[src/rtl/free_list.sv]
// Physical-register free list for rename: a circular FIFO of free IDs with
// a speculative head, a committed head for flush recovery, and a tail for frees.
module free_list #(
  parameter int DEPTH    = 32,
  parameter int NUM_ARCH = 34,
  parameter int NUM_PHYS = 64
) (
  input  logic                        CLK,
  input  logic                        RESET_N,
  input  logic                        SYS,
  input  logic                        Shift_IN,
  input  logic                        STALL_IN,
  input  logic                        Commit_IN,
  input  logic                        Free_Valid_IN,
  input  logic [$clog2(NUM_PHYS)-1:0] Free_ID_IN,
  output logic [$clog2(NUM_PHYS)-1:0] RegID_OUT,
  output logic                        Empty_OUT,
  output logic                        STALL_OUT,
  output logic [$clog2(DEPTH):0]      Count_OUT,
  output logic                        Error_OUT
);

  localparam int IDX_W     = $clog2(DEPTH);
  localparam int PTR_W     = IDX_W + 1;
  localparam int ID_W      = $clog2(NUM_PHYS);
  localparam int INIT_FREE = NUM_PHYS - NUM_ARCH;

  logic [ID_W-1:0]  mem_r [DEPTH];
  logic [PTR_W-1:0] head_r;
  logic [PTR_W-1:0] tail_r;
  logic [PTR_W-1:0] commit_head_r;
  logic             error_r;

  logic             full_s;
  logic             alloc_s;
  logic             free_s;
  logic             commit_ok_s;
  logic             error_set_s;
  logic [PTR_W-1:0] commit_head_nxt_s;
  logic [PTR_W-1:0] head_nxt_s;
  logic [PTR_W-1:0] tail_nxt_s;

  // Occupancy is the wrap-corrected pointer distance; the extra wrap bit
  // lets a distance of DEPTH be told apart from zero.
  assign Count_OUT = tail_r - head_r;
  assign Empty_OUT = (Count_OUT == {PTR_W{1'b0}});
  assign STALL_OUT = Empty_OUT;
  assign full_s    = (Count_OUT == PTR_W'(DEPTH));
  assign RegID_OUT = mem_r[head_r[IDX_W-1:0]];
  assign Error_OUT = error_r;

  // Next-state decode for allocate, free, commit and flush recovery.
  always_comb begin
    alloc_s           = Shift_IN & ~STALL_IN & ~SYS & ~Empty_OUT;
    free_s            = Free_Valid_IN & ~full_s;
    commit_ok_s       = Commit_IN & (commit_head_r != head_r);
    error_set_s       = (Free_Valid_IN & full_s) | (Commit_IN & ~commit_ok_s);
    commit_head_nxt_s = commit_head_r;
    head_nxt_s        = head_r;
    tail_nxt_s        = tail_r;
    if (commit_ok_s) begin
      commit_head_nxt_s = commit_head_r + PTR_W'(1);
    end else begin
      commit_head_nxt_s = commit_head_r;
    end
    // Flush rewinds to the committed point, which returns squashed IDs to the pool.
    if (SYS) begin
      head_nxt_s = commit_head_nxt_s;
    end else if (alloc_s) begin
      head_nxt_s = head_r + PTR_W'(1);
    end else begin
      head_nxt_s = head_r;
    end
    if (free_s) begin
      tail_nxt_s = tail_r + PTR_W'(1);
    end else begin
      tail_nxt_s = tail_r;
    end
  end

  // Pointer and sticky error registers.
  always_ff @(posedge CLK or negedge RESET_N) begin
    if (!RESET_N) begin
      head_r        <= {PTR_W{1'b0}};
      commit_head_r <= {PTR_W{1'b0}};
      tail_r        <= PTR_W'(INIT_FREE);
      error_r       <= 1'b0;
    end else begin
      head_r        <= head_nxt_s;
      commit_head_r <= commit_head_nxt_s;
      tail_r        <= tail_nxt_s;
      error_r       <= error_r | error_set_s;
    end
  end

  // ID storage; reset preloads every physical ID not holding an architectural mapping.
  always_ff @(posedge CLK or negedge RESET_N) begin
    if (!RESET_N) begin
      for (int i = 0; i < DEPTH; i++) begin
        if (i < INIT_FREE) begin
          mem_r[i] <= ID_W'(NUM_ARCH + i);
        end else begin
          mem_r[i] <= {ID_W{1'b0}};
        end
      end
    end else begin
      if (free_s) begin
        mem_r[tail_r[IDX_W-1:0]] <= Free_ID_IN;
      end else begin
        mem_r[tail_r[IDX_W-1:0]] <= mem_r[tail_r[IDX_W-1:0]];
      end
    end
  end

endmodule

[config.mk]
export PLATFORM = sky130hd
export DESIGN_NAME = free_list
export DESIGN_NICKNAME = d
export VERILOG_FILES = /design/src/rtl/free_list.sv
export SDC_FILE = /design/constraint.sdc
export NUM_CORES = 1
export LEC_CHECK = 0
export ABC_CLOCK_PERIOD_IN_PS = 4600
export CORE_ASPECT_RATIO = 1.1
export CORE_MARGIN = 8
export CORE_UTILIZATION = 55
export CTS_BUF_LIST = sky130_fd_sc_hd__clkbuf_4
export DETAILED_ROUTE_END_ITERATION = 7
export PLACE_DENSITY = 0.7
export REMOVE_ABC_BUFFERS = 1
export SYNTH_ARGS = -nofsm -noshare
export SYNTH_HDL_FRONTEND = slang
export SYNTH_SLANG_ARGS = --single-unit
[constraint.sdc]
create_clock -name CLK -period 4.6 [get_ports CLK]
set_input_delay 0.46 -clock CLK [delete_from_list [all_inputs] [get_ports CLK]]
set_output_delay 0.46 -clock CLK [all_outputs]
set_load 0.03 [all_outputs]
==> results of run 1 <==
through the flow:
stage	setup WS [ns]	area, sq um	TNS, ns
after floorplan	-1.38	11900	-210.88
after global placement	0.981	12800	0
after detailed placement	0.926	12800	0
after CTS	0.214	13500	0
after global routing	0.0764	13500	0
final	0.241	13500	0
report_power, final:
part / leakage [nW] / switching [mW] / total [mW] / internal, mW
clock: 0.440 / 0.794 / 1.69 / 0.897
sequential: 2.33 / 0.911 / 4.10 / 3.19
combinational: 2.91 / 4.19 / 7.10 / 2.91
worst register-to-register path, delay by kind of cell, from the launching register on:
family / cells / cell delay [ns]
AO/OA/AOI/OAI: 3 / 1.01
adder cells (fa/ha/maj): 2 / 0.75
AND/OR/NAND/NOR: 1 / 0.36
multiplexers: 1 / 0.28
buffers and inverters: 3 / 0.47
flip-flops: 1 / 0.56
sequential cells by signal (all words and copies together), names as in the netlist:
register       count
commit_head_r      6
head_r             6
mem_r            192
tail_r             6
Error_OUT          1
cell families (layout without fill, tap and decap cells):
kind of cell,after synthesis,in the layout
AO/OA/AOI/OAI,274,274
XOR/XNOR,21,21
adder cells (fa/ha/maj),12,12
buffers and inverters,123,165
flip-flops,211,211
multiplexers,160,160
other,0,1
AND/OR/NAND/NOR,332,332
cell usage in the layout (no fill, tap or decap), types with 5 or more instances in the layout:
cell | synthesis | routed
sky130_fd_sc_hd__nor3b_4 | 0 | 6
sky130_fd_sc_hd__clkbuf_4 | 0 | 92
sky130_fd_sc_hd__ha_1 | 11 | 11
sky130_fd_sc_hd__o22ai_1 | 48 | 48
sky130_fd_sc_hd__nand4bb_1 | 6 | 6
sky130_fd_sc_hd__dfrtp_1 | 98 | 95
sky130_fd_sc_hd__o31ai_2 | 23 | 23
sky130_fd_sc_hd__dfstp_2 | 113 | 112
sky130_fd_sc_hd__inv_1 | 9 | 9
sky130_fd_sc_hd__clkinv_1 | 2 | 10
sky130_fd_sc_hd__o21ai_0 | 5 | 5
sky130_fd_sc_hd__clkdlybuf4s50_1 | 0 | 26
sky130_fd_sc_hd__nand3_1 | 21 | 21
sky130_fd_sc_hd__nand2_1 | 237 | 237
sky130_fd_sc_hd__mux2i_1 | 97 | 97
sky130_fd_sc_hd__buf_4 | 2 | 21
sky130_fd_sc_hd__mux4_2 | 60 | 60
sky130_fd_sc_hd__nor4_1 | 13 | 13
sky130_fd_sc_hd__nor2_1 | 12 | 12
sky130_fd_sc_hd__o31ai_1 | 171 | 171
sky130_fd_sc_hd__nor2b_1 | 9 | 9
sky130_fd_sc_hd__xnor2_1 | 19 | 19
cell type report:
class                           instances  area share, %
Antenna cell                            1         0.0185
Clock buffer                           92           5.10
Multi-Input combinational cell        799           47.7
Timing Repair Buffer                   52           3.71
Inverter                               11          0.305
Tap cell                              295           2.73
Clock inverter                         10          0.342
Sequential cell                       211           40.1
routing by layer:
| metal | global-route usage, % | part of all wire, % | vias up |
|---|---|---|---|
| li1 | - | - | 4315 |
| met1 | 35.3 | 41 | 4712 |
| met2 | 40.0 | 46 | 481 |
| met3 | 5.53 | 8.1 | 105 |
| met4 | 13.1 | 5.0 | 0 |
| met5 | 0 | 0 | - |
timing repair:
item | in CTS | in global routing
hold endpoints to repair | 39 | 0
hold buffers | 1 | 0
setup endpoints to repair | 0 | 2
gates resized for setup | 0 | 1
worst paths after layout:
kind / from / endpoint / slack, ns / depth (start not counted)
hold reg to reg: mem_r[141] / mem_r[141] / 0.48 / 2
setup reg to reg: tail_r[0] / mem_r[38] / 1.05 / 10
min in group asynchronous: RESET_N / mem_r[55] / 0.46 / 2
hold / removal: SYS / head_r[0] / 0.44 / 3
setup / recovery: head_r[4] / Empty_OUT / 0.24 / 8
max in group asynchronous: RESET_N / mem_r[117] / 2.90 / 3
==> results_tabular.tex, run 1 <==
\begin{tabular}{lr}
\hline
Metric & Value \\
\hline
\multicolumn{2}{l}{\textbf{Flow run}} \\
Number of maximum-capacitance constraint violations & 0 \\
\multicolumn{2}{l}{\textbf{Worst setup path}} \\
Number of buffers and inverters on the critical path & 2 \\
Data arrival at the endpoint of the critical path & between 3 and 4 ns \\
Worst setup EP type & output pin \\
CP Max Fanout & 11 \\
Critical path start-end classification & flop to output pin \\
Largest stage delay on the critical path & roughly 0.7 ns \\
Worst setup SP type & flop \\
Cell-by-cell trace of the critical path & inv\_1, ha\_1, and2\_1, o21a\_1, a31o\_2, or2\_2, nor3\_1, clkdlybuf4s50\_1 \\
Max stage delay cell, worst path & sky130\_fd\_sc\_hd\_\_clkdlybuf4s50\_1 \\
Cell family contributing the most delay on the critical path & buffers and inverters \\
Required time of the worst setup path & $\sim$4.1 ns \\
\multicolumn{2}{l}{\textbf{Clocking}} \\
Htree depth & 2 \\
CTS tree & built \\
Num Clock Sinks & about 210 \\
Clock tree buffer depth & 3 \\
CTS Root Buffer Type & sky130\_fd\_sc\_hd\_\_clkbuf\_4 \\
Clock transition time at the flip-flop clock pins of the worst setup and hold paths & 0.07 ns \\
Number of buffers added by the clock tree synthesis step & 56 \\
Setup Buffers After CTS & 0 \\
Insertion delay to the later sink of the worst-skew pair & about 0.71 ns \\
\multicolumn{2}{l}{\textbf{Placed design}} \\
Detailed Place HPWL & between 20 and 25 mm \\
PortBufs & 27 \\
Cell count after placement & roughly 1400 \\
RePlAce Congestion & 0.939 \\
\multicolumn{2}{l}{\textbf{Layout}} \\
Number of filler cells placed in the layout & $\sim$1900 \\
Post-layout utilization of the core & 61.2\% \\
NumNets Final & roughly 1200 \\
Share of final-layout standard cells stronger than drive strength 1 & between 20\% and 30\% \\
FF/Latch Area & 5430 sq um \\
Post-synthesis to final-layout area growth & 9.12\% \\
Final standard cell count with taps included and fillers excluded & 1471 \\
Multi-input gate area in the final layout & between 6000 and 7000 sq um \\
\multicolumn{2}{l}{\textbf{Pwr}} \\
Peak VDD IR & approximately 440 uV \\
Post-route total power & about 13 mW \\
P\_leak & between 5 and 6 nW \\
Power Dens Cells & between 900 and 1000 nW/um\^{}2 \\
\multicolumn{2}{l}{\textbf{Routing}} \\
Initial DRT Pass Iterations & 5 \\
Antenna Violating Nets Remaining & 0 \\
Detailed-route wire length per cell & 24.7 um \\
Total wire length & roughly 36 mm \\
Vias after detailed routing & 9613 \\
Starting DRT DRC Count & between 800 and 900 \\
Post-route DRC & 0 \\
Number of vias per cell after detailed routing & $\sim$6.5 \\
\multicolumn{2}{l}{\textbf{Die}} \\
Initial standard-cell utilization of the core & 56.1\% \\
Top-level port count & 28 \\
Die Span Y & 174 um \\
Full die area & around 28000 sq um \\
Row count & 57 \\
Core area & roughly 22000 sq um \\
Die extent in x & roughly 160 um \\
\multicolumn{2}{l}{\textbf{Global routing}} \\
Antenna violations before repair & 1 \\
First-pass GRT wire length & $\sim$57 mm \\
Sum of overflow across all layers after global routing & 0 \\
Largest net degree at the start of global routing & 129 \\
Via count of the first global-routing pass & about 9500 \\
Total GRT Usage & 26.3\% \\
\multicolumn{2}{l}{\textbf{Synth}} \\
FFs w/ async S/R, synth & between 90\% and 100\% \\
Flip-flop cell with the highest count after synthesis & sky130\_fd\_sc\_hd\_\_dfstp\_2 \\
Proportion of synthesized chip area in sequential cells & 43.7\% \\
Unique masters post-synth & 56 \\
Most area-consuming cells after synthesis & sky130\_fd\_sc\_hd\_\_dfstp\_2 (24\%), sky130\_fd\_sc\_hd\_\_dfrtp\_1 (20\%), sky130\_fd\_sc\_hd\_\_mux4\_2 (11\%), sky130\_fd\_sc\_hd\_\_o31ai\_1 (10\%), sky130\_fd\_sc\_hd\_\_mux2i\_1 (7.8\%) \\
Summed instance area of the synthesized netlist & between 10000 and 15000 sq um \\
Most common library cells after synthesis & sky130\_fd\_sc\_hd\_\_nand2\_1 (237), sky130\_fd\_sc\_hd\_\_o31ai\_1 (171), sky130\_fd\_sc\_hd\_\_dfstp\_2 (113) \\
XOR/XNOR share of the synthesized area & around 1.5\% \\
Cell taking the most area after synthesis & sky130\_fd\_sc\_hd\_\_dfstp\_2 \\
Syn. warnings & 0 \\
Most numerous cell in the Yosys netlist & sky130\_fd\_sc\_hd\_\_nand2\_1 \\
Mux cell area share after synthesis & 19.0\% \\
Mean instance size in the synthesized netlist & about 11 sq um \\
Synth Register Bits & roughly 210 \\
Number of enable flip-flop cells after synthesis & 0 \\
Post-Synth Adder-Cell Area & 1.27\% \\
Dominant combinational cell family by area after synthesis & multiplexers \\
Area share of and/or/nand/nor cells after synthesis & 12.4\% \\
Area share of the largest cell type after synthesis & a little under a quarter \\
Cells after synthesis & about 1100 \\
Compound-Gate Fraction of Synth Area & $\sim$17\% \\
\multicolumn{2}{l}{\textbf{Timing}} \\
Worst clock skew & around 0.072 ns \\
Ratio of final minimum period to clock period & 94.8\% \\
Final number of hold-violating endpoints & 0 \\
Peak clock frequency supported by timing & $\sim$0.23 GHz \\
Slew @ Worst Pin & about 1.1 ns \\
Post-layout minimum cycle time & about 4.4 ns \\
Final setup violation count & 0 \\
RSZ-0062 raised after global routing & false \\
Final number of max-transition violations & 0 \\
Final worst hold slack & approximately 0.44 ns \\
Worst slew margin & between 20\% and 30\% \\
\multicolumn{2}{l}{\textbf{Hold path}} \\
Hold crit path type & input port to flop \\
\multicolumn{2}{l}{\textbf{Status}} \\
Result of the run & completed \\
\hline
\end{tabular}
Note: power is estimated with default switching activity, not from simulation.
==> run 2: changes to the inputs <==
--- a/config.mk
+++ b/config.mk
@@ -7,7 +7,6 @@
 export LEC_CHECK = 0
 export ABC_CLOCK_PERIOD_IN_PS = 4600
 export CORE_ASPECT_RATIO = 1.1
-export CORE_MARGIN = 8
 export CORE_UTILIZATION = 55
 export CTS_BUF_LIST = sky130_fd_sc_hd__clkbuf_4
 export DETAILED_ROUTE_END_ITERATION = 7
==> run 2 against run 1 <==
Die area decreased by 16%. Cell count increased by 0.82%. Worst setup slack improved by 0.019 ns. Largest cell class unchanged.
==> results_tabular.tex, run 2 (same netlist as run 1, synthesis figures left out) <==
\begin{tabular}{lr}
\hline
Metric & Value \\
\hline
\multicolumn{2}{l}{\textbf{Timing}} \\
Final number of max-transition violations & 0 \\
Final number of hold-violating endpoints & 0 \\
Ratio of final minimum period to clock period & between 90\% and 100\% \\
Post-layout minimum cycle time & $\sim$4.3 ns \\
Worst clock skew & about 0.022 ns \\
RSZ-0062 raised after global routing & false \\
Peak clock frequency supported by timing & roughly 0.23 GHz \\
Slew @ Worst Pin & 0.919 ns \\
Final worst hold slack & between 0.3 and 0.4 ns \\
Final worst slack & $\sim$0.26 ns \\
Worst slew margin & 38.6\% \\
Final setup violation count & 0 \\
\multicolumn{2}{l}{\textbf{Layout}} \\
Post-layout utilization of the core & around three fifths \\
FF/Latch Area & 5430 sq um \\
Leading cell types in the layout, fill and taps excluded & sky130\_fd\_sc\_hd\_\_nand2\_1 (237), sky130\_fd\_sc\_hd\_\_o31ai\_1 (171), sky130\_fd\_sc\_hd\_\_dfstp\_2 (112), sky130\_fd\_sc\_hd\_\_mux2i\_1 (97), sky130\_fd\_sc\_hd\_\_dfrtp\_1 (95) \\
Max reg flops & $\sim$190 \\
Multi-input gate area in the final layout & roughly 6500 sq um \\
Number of filler cells placed in the layout & between 1500 and 2000 \\
Share of final-layout standard cells stronger than drive strength 1 & around 29\% \\
NumNets Final & around 1200 \\
Final standard cell count with taps included and fillers excluded & between 1000 and 1500 \\
Most common cell after layout, fill and taps aside & sky130\_fd\_sc\_hd\_\_nand2\_1 \\
Register containing the most flip-flops in the final layout & mem\_r \\
Post-synthesis to final-layout area growth & 10.0\% \\
\multicolumn{2}{l}{\textbf{Worst setup path}} \\
Cell-by-cell trace of the critical path & inv\_1, ha\_1, and2\_1, o21a\_1, a31o\_2, or2\_2, nor3\_1, clkdlybuf4s50\_1 \\
Max stage delay cell, worst path & sky130\_fd\_sc\_hd\_\_clkdlybuf4s50\_1 \\
Worst setup SP type & flop \\
Critical path start-end classification & flop to output pin \\
CP Max Fanout & 11 \\
Data arrival at the endpoint of the critical path & about 3.9 ns \\
Largest stage delay on the critical path & $\sim$0.71 ns \\
Worst setup EP type & output pin \\
Number of buffers and inverters on the critical path & 2 \\
Cell family contributing the most delay on the critical path & buffers and inverters \\
Required time of the worst setup path & roughly 4.1 ns \\
\multicolumn{2}{l}{\textbf{Placed design}} \\
Detailed Place HPWL & approximately 25 mm \\
DP Worst Slack & roughly 0.85 ns \\
PortBufs & 27 \\
Cell count after placement & approximately 1400 \\
RePlAce Congestion & 0.990 \\
\multicolumn{2}{l}{\textbf{Routing}} \\
Met2 wire len & roughly 16 mm \\
Number of vias per cell after detailed routing & roughly 6.5 \\
Met3 WL post-DR & 2.97 mm \\
Initial DRT Pass Iterations & 5 \\
Length of routed wiring on met1 & $\sim$15 mm \\
Detailed-route wire length per cell & around 24 um \\
Post-route DRC & 0 \\
Total wire length & approximately 36 mm \\
Vias after detailed routing & slightly below 10000 \\
Highest routing layer actually used & met4 \\
Antenna Violating Nets Remaining & 0 \\
Starting DRT DRC Count & between 800 and 900 \\
\multicolumn{2}{l}{\textbf{Clocking}} \\
CTS tree & built \\
Clock tree buffer depth & 3 \\
Num Clock Sinks & roughly 210 \\
Insertion delay to the later sink of the worst-skew pair & roughly 0.70 ns \\
Htree depth & 2 \\
CTS Root Buffer Type & sky130\_fd\_sc\_hd\_\_clkbuf\_4 \\
Clock transition time at the flip-flop clock pins of the worst setup and hold paths & 0.07 ns \\
Number of buffers added by the clock tree synthesis step & a little under 60 \\
\multicolumn{2}{l}{\textbf{Die}} \\
Die Span Y & approximately 160 um \\
Full die area & roughly 23000 sq um \\
Core area & about 22000 sq um \\
Top-level port count & 28 \\
Row count & 57 \\
Die extent in x & roughly 150 um \\
Initial standard-cell utilization of the core & between 50\% and 60\% \\
\multicolumn{2}{l}{\textbf{Status}} \\
Result of the run & completed \\
\multicolumn{2}{l}{\textbf{Global routing}} \\
Via count of the first global-routing pass & between 9000 and 10000 \\
Antenna violations before repair & 1 \\
First-pass GRT wire length & $\sim$57 mm \\
Largest net degree at the start of global routing & 84 \\
Total GRT Usage & 32.1\% \\
Sum of overflow across all layers after global routing & 0 \\
\multicolumn{2}{l}{\textbf{Hold path}} \\
Hold crit path type & input port to async pin \\
\multicolumn{2}{l}{\textbf{Flow run}} \\
Number of maximum-capacitance constraint violations & 0 \\
\hline
\end{tabular}
[run 2: path summary, 6_finish.rpt]
kind	slack, ns	endpoint	depth (start not counted)	start
setup / recovery	0.26	Empty_OUT	8	head_r[4]
hold / removal	0.36	mem_r[81]	2	RESET_N
setup reg to reg	0.89	mem_r[42]	9	head_r[0]
hold reg to reg	0.48	mem_r[51]	2	mem_r[51]
max in group asynchronous	3.17	mem_r[44]	3	RESET_N
min in group CLK	0.45	head_r[0]	3	SYS
[run 2: final cells by class]
| cell class | instances | area share [%] |
|---|---|---|
| clock buffers | 88 | 4.84 |
| repair buffers | 55 | 3.99 |
| flip-flops and latches | 211 | 39.8 |
| multi-input cells | 799 | 47.3 |
| well taps | 295 | 2.70 |
| inverters | 11 | 0.302 |
| diodes | 1 | 0.0183 |
| clock inverters | 23 | 1.06 |
[run 2: metrics by stage]
stage | TNS [ns] | area [sq um]
finish | 0 | 13700
global route | 0 | 13700
CTS | 0 | 13600
detailed placement | 0 | 12800
global placement | 0 | 12800
floorplan | -210.88 | 11900
[run 2: per-layer routing]
| metal | track usage, % | vias up |
|---|---|---|
| li1 | - | 4335 |
| met1 | 43.7 | 4766 |
| met2 | 48.7 | 471 |
| met3 | 6.53 | 118 |
| met4 | 17.1 | 0 |
| met5 | 0 | - |
[run 2: timing repair]
item                                    4_1_cts  5_1_grt
hold buffers                                  1        0
gates resized for setup                       0        1
hold endpoints to repair                     42        0
buffers inserted                              0        1
endpoints found under the setup margin        0        2
Power of run 2 is left out: the tool's default activity adds up to more than one toggle a clock period on the data nets, which glitch-free logic cannot reach.
